<file path="src/rtl/fifo_wr_arbiter.sv">
// Round-robin arbiter sharing one FIFO write port among NUM_REQ producers.
// Each owner keeps the port for a burst; ownership changes without a bubble when another producer is waiting.

module fifo_wr_arbiter_lane #(
   parameter int DATA_W = 8
) (
   input  logic              sel,
   input  logic              req,
   input  logic              full,
   input  logic [DATA_W-1:0] data,
   output logic              gnt,
   output logic [DATA_W-1:0] data_out
);
   assign gnt      = sel & req & ~full;
   assign data_out = gnt ? data : '0;
endmodule

module fifo_wr_arbiter #(
   parameter int NUM_REQ   = 4,
   parameter int DATA_W    = 8,
   parameter int MAX_BURST = 4,
   localparam int SRC_W    = $clog2(NUM_REQ)
) (
   input  logic                      clk,
   input  logic                      reset,
   input  logic [NUM_REQ-1:0]        req,
   input  logic [NUM_REQ*DATA_W-1:0] req_data,
   input  logic [NUM_REQ-1:0]        req_last,
   output logic [NUM_REQ-1:0]        gnt,
   input  logic                      fifo_full,
   output logic                      fifo_wr_en,
   output logic [DATA_W-1:0]         fifo_wr_data,
   output logic [SRC_W-1:0]          fifo_wr_src,
   output logic                      busy,
   output logic [SRC_W-1:0]          owner
);
   localparam int CNT_W = $clog2(MAX_BURST + 1);
   localparam logic [0:0] S_IDLE  = 1'b0;
   localparam logic [0:0] S_BURST = 1'b1;

   logic [0:0]                     state;
   logic [SRC_W-1:0]               rr_ptr;
   logic [CNT_W-1:0]               beat_cnt;
   logic [NUM_REQ-1:0]             owner_oh;
   logic [NUM_REQ-1:0][DATA_W-1:0] lane_din;
   logic [NUM_REQ-1:0][DATA_W-1:0] lane_dout;
   logic [NUM_REQ-1:0]             hand_mask;
   logic [SRC_W-1:0]               owner_nxt;
   logic req_own, last_own, xfer, cnt_max, burst_end;

   // Nearest set bit at or after ptr, wrapping at NUM_REQ-1 for any NUM_REQ.
   function automatic logic [SRC_W-1:0] rr_pick(input logic [NUM_REQ-1:0] mask,
                                                input logic [SRC_W-1:0]   ptr);
      int best;
      int d;
      rr_pick = '0;
      best    = NUM_REQ;
      for (int i = 0; i < NUM_REQ; i++) begin
         d = i - int'(ptr);
         if (d < 0) d = d + NUM_REQ;
         if (mask[i] && d < best) begin
            best    = d;
            rr_pick = SRC_W'(i);
         end
      end
   endfunction

   assign lane_din = req_data;
   assign busy     = (state == S_BURST);

   always_comb begin
      owner_oh = '0;
      for (int i = 0; i < NUM_REQ; i++) owner_oh[i] = (owner == SRC_W'(i));
   end

   assign req_own   = |(req & owner_oh);
   assign last_own  = |(req_last & owner_oh);
   // Reset gates the write so an aborted burst never lands a beat.
   assign xfer      = busy & ~reset & req_own & ~fifo_full;
   assign cnt_max   = (beat_cnt + CNT_W'(1)) == CNT_W'(MAX_BURST);
   assign burst_end = (xfer & (last_own | cnt_max)) | (busy & ~req_own);
   assign hand_mask = req & ~owner_oh;
   assign owner_nxt = (owner == SRC_W'(NUM_REQ - 1)) ? '0 : owner + SRC_W'(1);

   genvar g;
   generate
      for (g = 0; g < NUM_REQ; g++) begin : g_lane
         fifo_wr_arbiter_lane #(.DATA_W(DATA_W)) u_lane (
            .sel      (busy & ~reset & owner_oh[g]),
            .req      (req[g]),
            .full     (fifo_full),
            .data     (lane_din[g]),
            .gnt      (gnt[g]),
            .data_out (lane_dout[g])
         );
      end
   endgenerate

   always_comb begin
      fifo_wr_data = '0;
      for (int i = 0; i < NUM_REQ; i++) fifo_wr_data = fifo_wr_data | lane_dout[i];
   end

   assign fifo_wr_en  = xfer;
   assign fifo_wr_src = xfer ? owner : '0;

   always_ff @(posedge clk) begin
      if (reset) begin
         state    <= S_IDLE;
         owner    <= '0;
         rr_ptr   <= '0;
         beat_cnt <= '0;
      end else begin
         case (state)
            S_IDLE: begin
               if (|req) begin
                  owner    <= rr_pick(req, rr_ptr);
                  beat_cnt <= '0;
                  state    <= S_BURST;
               end
            end
            S_BURST: begin
               if (burst_end) begin
                  rr_ptr   <= owner_nxt;
                  beat_cnt <= '0;
                  if (|hand_mask) owner <= rr_pick(hand_mask, owner_nxt);
                  else            state <= S_IDLE;
               end else if (xfer) begin
                  beat_cnt <= beat_cnt + CNT_W'(1);
               end
            end
            default: state <= S_IDLE;
         endcase
      end
   end
endmodule
</file>
<file path="config.mk">
export PLATFORM = sky130hd
export DESIGN_NAME = fifo_wr_arbiter
export DESIGN_NICKNAME = d
export VERILOG_FILES = /design/src/rtl/fifo_wr_arbiter.sv
export SDC_FILE = /design/constraint.sdc
export NUM_CORES = 1
export LEC_CHECK = 0
export ABC_AREA = 1
export CAP_MARGIN = 20
export CELL_PAD_IN_SITES_DETAIL_PLACEMENT = 0
export CELL_PAD_IN_SITES_GLOBAL_PLACEMENT = 1
export CORE_MARGIN = 2
export CORE_UTILIZATION = 29
export CTS_CLUSTER_SIZE = 12
export DETAILED_ROUTE_END_ITERATION = 7
export GPL_TIMING_DRIVEN = 0
export PLACE_DENSITY_LB_ADDON = 0.1
export SYNTH_ARGS = -nofsm -noshare
export SYNTH_HDL_FRONTEND = slang
export SYNTH_HIERARCHICAL = 1
export SYNTH_SLANG_ARGS = --single-unit
</file>
<file path="constraint.sdc">
create_clock -name clk -period 5.4 [get_ports clk]
set_clock_uncertainty 0.1 [all_clocks]
set_input_delay 0.54 -clock clk [delete_from_list [all_inputs] [get_ports clk]]
set_output_delay 0.54 -clock clk [all_outputs]
set_load 0.01 [all_outputs]
</file>
; After elaboration in Yosys (flattened, before gate mapping)
; Cells that the tools add are included.
[classes]
reduce_logical = 16
n_mux = 87
magnitude_cmp = 16
eq_ne = 8
add_sub_neg = 18
bitwise_logic = 30
[ops]
columns = operator, n
row1 = $mux W32, 63
row2 = $lt A32 B32 Y1, 6
row3 = $lt A32 B4 Y1 const B, 2
row4 = $add A3 B4 Y5 const B, 8
row5 = $mux W8, 4
row6 = $lt A3 B1 Y1 const B, 8
row7 = $or A8 B8 Y8, 3
row8 = $mux W2, 9
row9 = $and A1 B1 Y1, 17
row10 = $reduce_or A4 Y1, 4
row11 = $and A4 B4 Y4, 3
row12 = $sub A1 B2 Y3 const A, 4
row13 = $sub A2 B2 Y3 const A, 4
row14 = $mux W3, 3
row15 = $logic_and A1 B1 Y1, 8
row16 = $pmux W3 S2, 1
row17 = $mux W1, 5
row18 = $eq A2 B2 Y1 const B, 2
row19 = $ne A2 B1 Y1 const B, 2
row20 = $not A1 Y1, 4
row21 = $not A4 Y4, 1
row22 = $pmux W2 S2, 1
row23 = $reduce_and A2 Y1, 2
row24 = $add A3 B1 Y3 const B, 1
row25 = other kinds (9), 10
[totals]
regBits = 8
word_cells = 179
input_bits = 43

; Depth between registers and ports, before layout
[logic_depth]
ltp_word = 37
ltp_mapped = 21
mapped_depth_nobuf = 21

; Modules after synthesis
; The synthesis kept the hierarchy.
[modules_own_cells]
columns = module, instances, cells_per_inst, area_each_um2
row1 = fifo_wr_arbiter, 1, 163, 989.7
row2 = fifo_wr_arbiter_lane, 4, 19, 85.1

; Worst setup path after synthesis
; OpenSTA, ideal clock, no wires.
[synth_timing]
path_type = register -> register
start = reg owner[0]
end = reg owner[0]
arrival_time_ns = 2.650
stages_incl_launch_ff = 21
setup_ns = 0.070
setup_slack_ns = 2.580
cell_sequence = dfxtp_1 inv_2 ha_1 nand2_1 o21ai_1 a21oi_1 nor3_1 a21oi_1 ha_1 nand3_1 nand3_1 nand2_1 o21ai_1 ha_1 nand2_1 inv_2 nand2_1 nand3_1 nand2_1 nand2_1 a21oi_1
[synth_via]
elab_chain_cells = 36
[synth_lines]
columns = item, line_no
row1 = "start, declared", 35  ; output logic [SRC_W-1:0] owner
row2 = "start signal, assigned", 117  ; owner <= rr_pick(req, rr_ptr);
row3 = "start signal, assigned", 126  ; if (|hand_mask) owner <= rr_pick(hand_mask, owner_nxt);
row4 = $add A2 B1 Y2 or $eq A2 B2 Y1 (tied branches), 83  ; assign owner_nxt = (owner == SRC_W'(NUM_REQ - 1)) ? '0 : owner + SRC_W'(1);
row5 = $mux W2 *, 83
row6 = via owner_nxt[1], 48  ; logic [SRC_W-1:0] owner_nxt;
row7 = $sub A1 B2 Y3, 59  ; d = i - int'(ptr);
row8 = $add A3 B4 Y5 or $lt A3 B1 Y1 (tied branches), 60  ; if (d < 0) d = d + NUM_REQ;
row9 = $mux W32, 60
row10 = $mux W32, 126
row11 = $mux W32, 123  ; if (burst_end) begin
row12 = [... 21 more ...], n/a
row13 = $mux W32, 114  ; case (state)
row14 = $mux W32, 108  ; if (reset) begin
row15 = $lt A32 B32 Y1, 61  ; if (mask[i] && d < best) begin
row16 = $logic_and A1 B1 Y1, 61
row17 = $mux W2 *, 61
row18 = $mux W2 *, 126
row19 = $mux W2 *, 123
row20 = $pmux W2 S2 *, 114
; The timed path passes the listed nets; every way through them passes the cells marked *. The select of a mux whose other input is x is not followed.
; A chain may end at the register's enable or synchronous reset.

; Worst setup path after layout
[layout_timing]
start = in req[1]
end = reg owner[0]
[layout_via]
elab_chain_cells = 20
[layout_lines]
columns = item, line_no
row1 = "start, declared", 26  ; input logic [NUM_REQ-1:0] req,
row2 = $and A4 B4 Y4, 82  ; assign hand_mask = req & ~owner_oh;
row3 = $logic_and A1 B1 Y1, 61
row4 = $mux W32, 61
row5 = $mux W32, 126
row6 = $mux W32, 123
row7 = $mux W32, 114
row8 = $mux W32, 108
row9 = $lt A32 B32 Y1, 61
row10 = [... 4 more ...], n/a
row11 = $mux W32, 114
row12 = $mux W32, 108
row13 = $lt A32 B32 Y1, 61
row14 = $logic_and A1 B1 Y1, 61
row15 = $mux W2, 61
row16 = $mux W2, 126
row17 = $mux W2, 123
row18 = $pmux W2 S2, 114
; Several ways; a longest one is shown, not always the timed one. The select of a mux whose other input is x is not followed.

==> reports/results.txt <==
Top-count cell post-synth: sky130_fd_sc_hd__inv_1
Largest net degree at the start of global routing: 10
Horizontal die dimension: 71.7 um
Final #Nets: 358
Aggregate routed wire length: 3750 um
Chip height: 71.7 um
Number of cells upsized or downsized after cts: 0
CTS root buffer: sky130_fd_sc_hd__clkbuf_8
GRT met2 Usage: 25.7%
Number of warnings issued by yosys: 6
Inserted Clock Buffers: 3
Sequential cell area fraction in the yosys report: 12.0%
Synthesized Nets: 293
Top_reg_cell synth: sky130_fd_sc_hd__dfxtp_1
Setup repair after global routing missed its margin: false
Number of post-CTS setup repair buffers: 0
Starting density of the core: 30.3%
Worst-path cell with the longest stage delay: sky130_fd_sc_hd__clkdlybuf4s50_1
Placed wire-length estimate after detailed placement: 3130 um
Tot Pwr: 0.416 mW
Placed cell area: 2000 um^2
Count of different cell masters after synthesis: 27
Synth cell count leaders: sky130_fd_sc_hd__inv_1, sky130_fd_sc_hd__nor2_1, sky130_fd_sc_hd__nand2_1
Post-route clock period utilization: 62.7%
Initial detailed-routing violation count: 36
Gp weighted congestion: 0.742
Multi-input gate area in the final layout: 911 um^2
Tightest Pin Transition: 407 ps
Top post-synthesis cells by area: sky130_fd_sc_hd__inv_1, sky130_fd_sc_hd__nor2_1, sky130_fd_sc_hd__dfxtp_1, sky130_fd_sc_hd__nand2_1, sky130_fd_sc_hd__ha_1
Total power per unit cell area: 204 nW/um^2
Area share of the leading cell type in the synthesized netlist: 15.8%
Hold Violations, Final: 0
Clock transition at the registers of the reported paths: 40 ps
Critical path buffers and inverters: 3
Hold path startpoint: beat_cnt[2]$_SDFFE_PP0P_
Placed instance count: 351
First-pass GRT wire length: 6400 um
Maximum frequency from static timing analysis: 296 MHz
Total Negative Setup Slacks: 0 ps
Cells along the critical path: clkdlybuf4s50_1, inv_2, nor2_1, o21ai_1, a21oi_1, nor3_1, a21oi_1, ha_1, nand3_1, nand3_1, nand2_1, o21ai_1, ha_1, nand2_1, inv_2, nand2_1, nand3_1, nand2_1, nand2_1, a21oi_1
CTS Sinks: 8
Remaining Overflow, GRT: 0
Vias post-DR: 1527
CP Max Fanout: 5
Residual DRC: 0
Most common cell on crit path: sky130_fd_sc_hd__nand2_1
Routed vias/inst: 4.31
Endpoint, Worst Hold: beat_cnt[2]$_SDFFE_PP0P_
Ys async rst share: 0%
Mean area per synthesized cell: 5.56 um^2
Final Cell Area: 2040 um^2
Clock latency at the later pin of the worst-skew pair: 220 ps
Die Area: 5140 um^2
I/O pin cnt: 61
Total area of sequential cells: 160 um^2
Worst r2r src: owner[0]$_SDFFE_PP0P_
Clock tree from TritonCTS: done
Number of placement rows: 24
Fill cell instance count of the final layout: 484
Launch point of the worst path: req[1]
Count of port buffers added during placement: 60
Fraction of layout instances using a drive strength above 1: 7.95%
Category of the worst setup path capture point: register
Summed instance area of the synthesized netlist: 1330 um^2
Area of the core: 4380 um^2
Leakage dissipation: 1.13 nW
Average wire length per cell after detail routing: 10.6 um
Critical path arrival: 3430 ps
Final Max Tran Viols: 0
Type of element launching the critical path: primary input
Minimum setup slack among reg-to-reg paths: 2230 ps
Area added between synthesis and finish: 53.2%
Count of endpoints failing setup in the final report: 0
Critical R2R Capture: owner[0]$_SDFFE_PP0P_
Detailed-router iteration count before antenna repair: 4
Class of the most critical setup path: in -> reg
Post-synth EDFFs: 0
Largest voltage drop on the vdd net: 0.000196 V
Vias in the first global route: 1409
Required time at the worst-slack endpoint: 5450 ps
Library cell occupying the most area in the post-synthesis netlist: sky130_fd_sc_hd__inv_1
Time the final worst path needs with I/O delays and setup: 3380 ps
Initial antenna violation count: 0
CTS hold repair buffers: 0
Antenna Cells: 0
Status: completed
Crit path largest cell delay: 580 ps
Met1 demand-to-capacity share in global routing: 20.6%
Number of max-cap violations: 0
Register bit count reported by yosys: 8
Count of mapped cells out of synthesis: 239
Global routing's busiest layer: met2
Number of stages on the worst hold path: 2
Combined global-route utilization of all metal layers: 15.2%
Antenna Nets Post-Route: 0
Worst rel slew slack: 72.8%
Final instance count without filler cells: 354
Buffers from clock root to sink, at most: 2
Clock H-tree levels: 1
Worst reg2reg path depth: 20
Worst Hold Class: reg -> reg
Met3 Resource Use GR: 2.11%
Worst path top cell family by delay: simple AND/OR/NAND/NOR gates
cells by family after synthesis:
kind of cell | synth area share (%)
xor+xnor | 1.32
flops | 12.0
simple gates | 44.3
buf+inv | 19.5
compound gates | 12.5
fa+ha+maj | 10.3
state kept, by name, indices dropped and copies added, names as in the netlist:
signal / cells
rr_ptr: 2
owner: 2
busy: 1
beat_cnt: 3
metal layers:
| metal | vias up | part of all wire (%) |
|---|---|---|
| met5 | - | 0 |
| met4 | 0 | 0.45 |
| met3 | 2 | 5.9 |
| met2 | 42 | 43 |
| met1 | 625 | 51 |
| li1 | 858 | - |
worst min-delay path: stages (launching register included):
cell	delay [ps]
sky130_fd_sc_hd__dfxtp_1	310
sky130_fd_sc_hd__nand2_1	60
sky130_fd_sc_hd__a21oi_1	50
through the flow:
step	hold WS, ps	utilization (%)	setup slack [ps]
final	377	46.5	2020
after floorplan	346	-	2580
after CTS	375	46.5	2010
after global placement	367	45.5	1740
after detailed placement	368	45.5	1810
after global routing	415	46.5	1730
placed cells by master, fill, tap and decap left out, drive strengths merged:
cell,instances
clkdlybuf4s50,60
o21a,1
xor2,1
or4,8
clkinv,2
dfxtp,8
ha,11
clkbuf,3
nor3,1
xnor2,1
nand2,40
nand3,16
o22ai,1
o21ai,14
a21oi,10
nor2,52
a211oi,2
a22o,2
nand4,1
or2,1
inv,67
power by group:
group          total, mW  switching (mW)  internal [mW]
Sequential        0.0768         0.00965         0.0671
Combinational      0.271           0.152          0.119
Clock             0.0689          0.0209         0.0481
Total              0.416           0.182          0.234
worst max-delay path by stage:
stage | slack [ps] | endpoint | cells after the start
global route | 1730 | owner[1]$_SDFFE_PP0P_ | 20
global placement | 1740 | owner[0]$_SDFFE_PP0P_ | 20
floorplan | 2580 | owner[0]$_SDFFE_PP0P_ | 20
finish | 2020 | owner[0]$_SDFFE_PP0P_ | 20
detailed placement | 1810 | owner[1]$_SDFFE_PP0P_ | 20
CTS | 2010 | owner[0]$_SDFFE_PP0P_ | 20
area by class of cell:
type	instances	share of cell area, %
clock buffers	3	2.03
inverters	69	12.7
multi-input cells	162	44.7
flip-flops and latches	8	7.86
well taps	52	3.19
repair buffers	60	29.5
(Power assumes the default switching activity.)
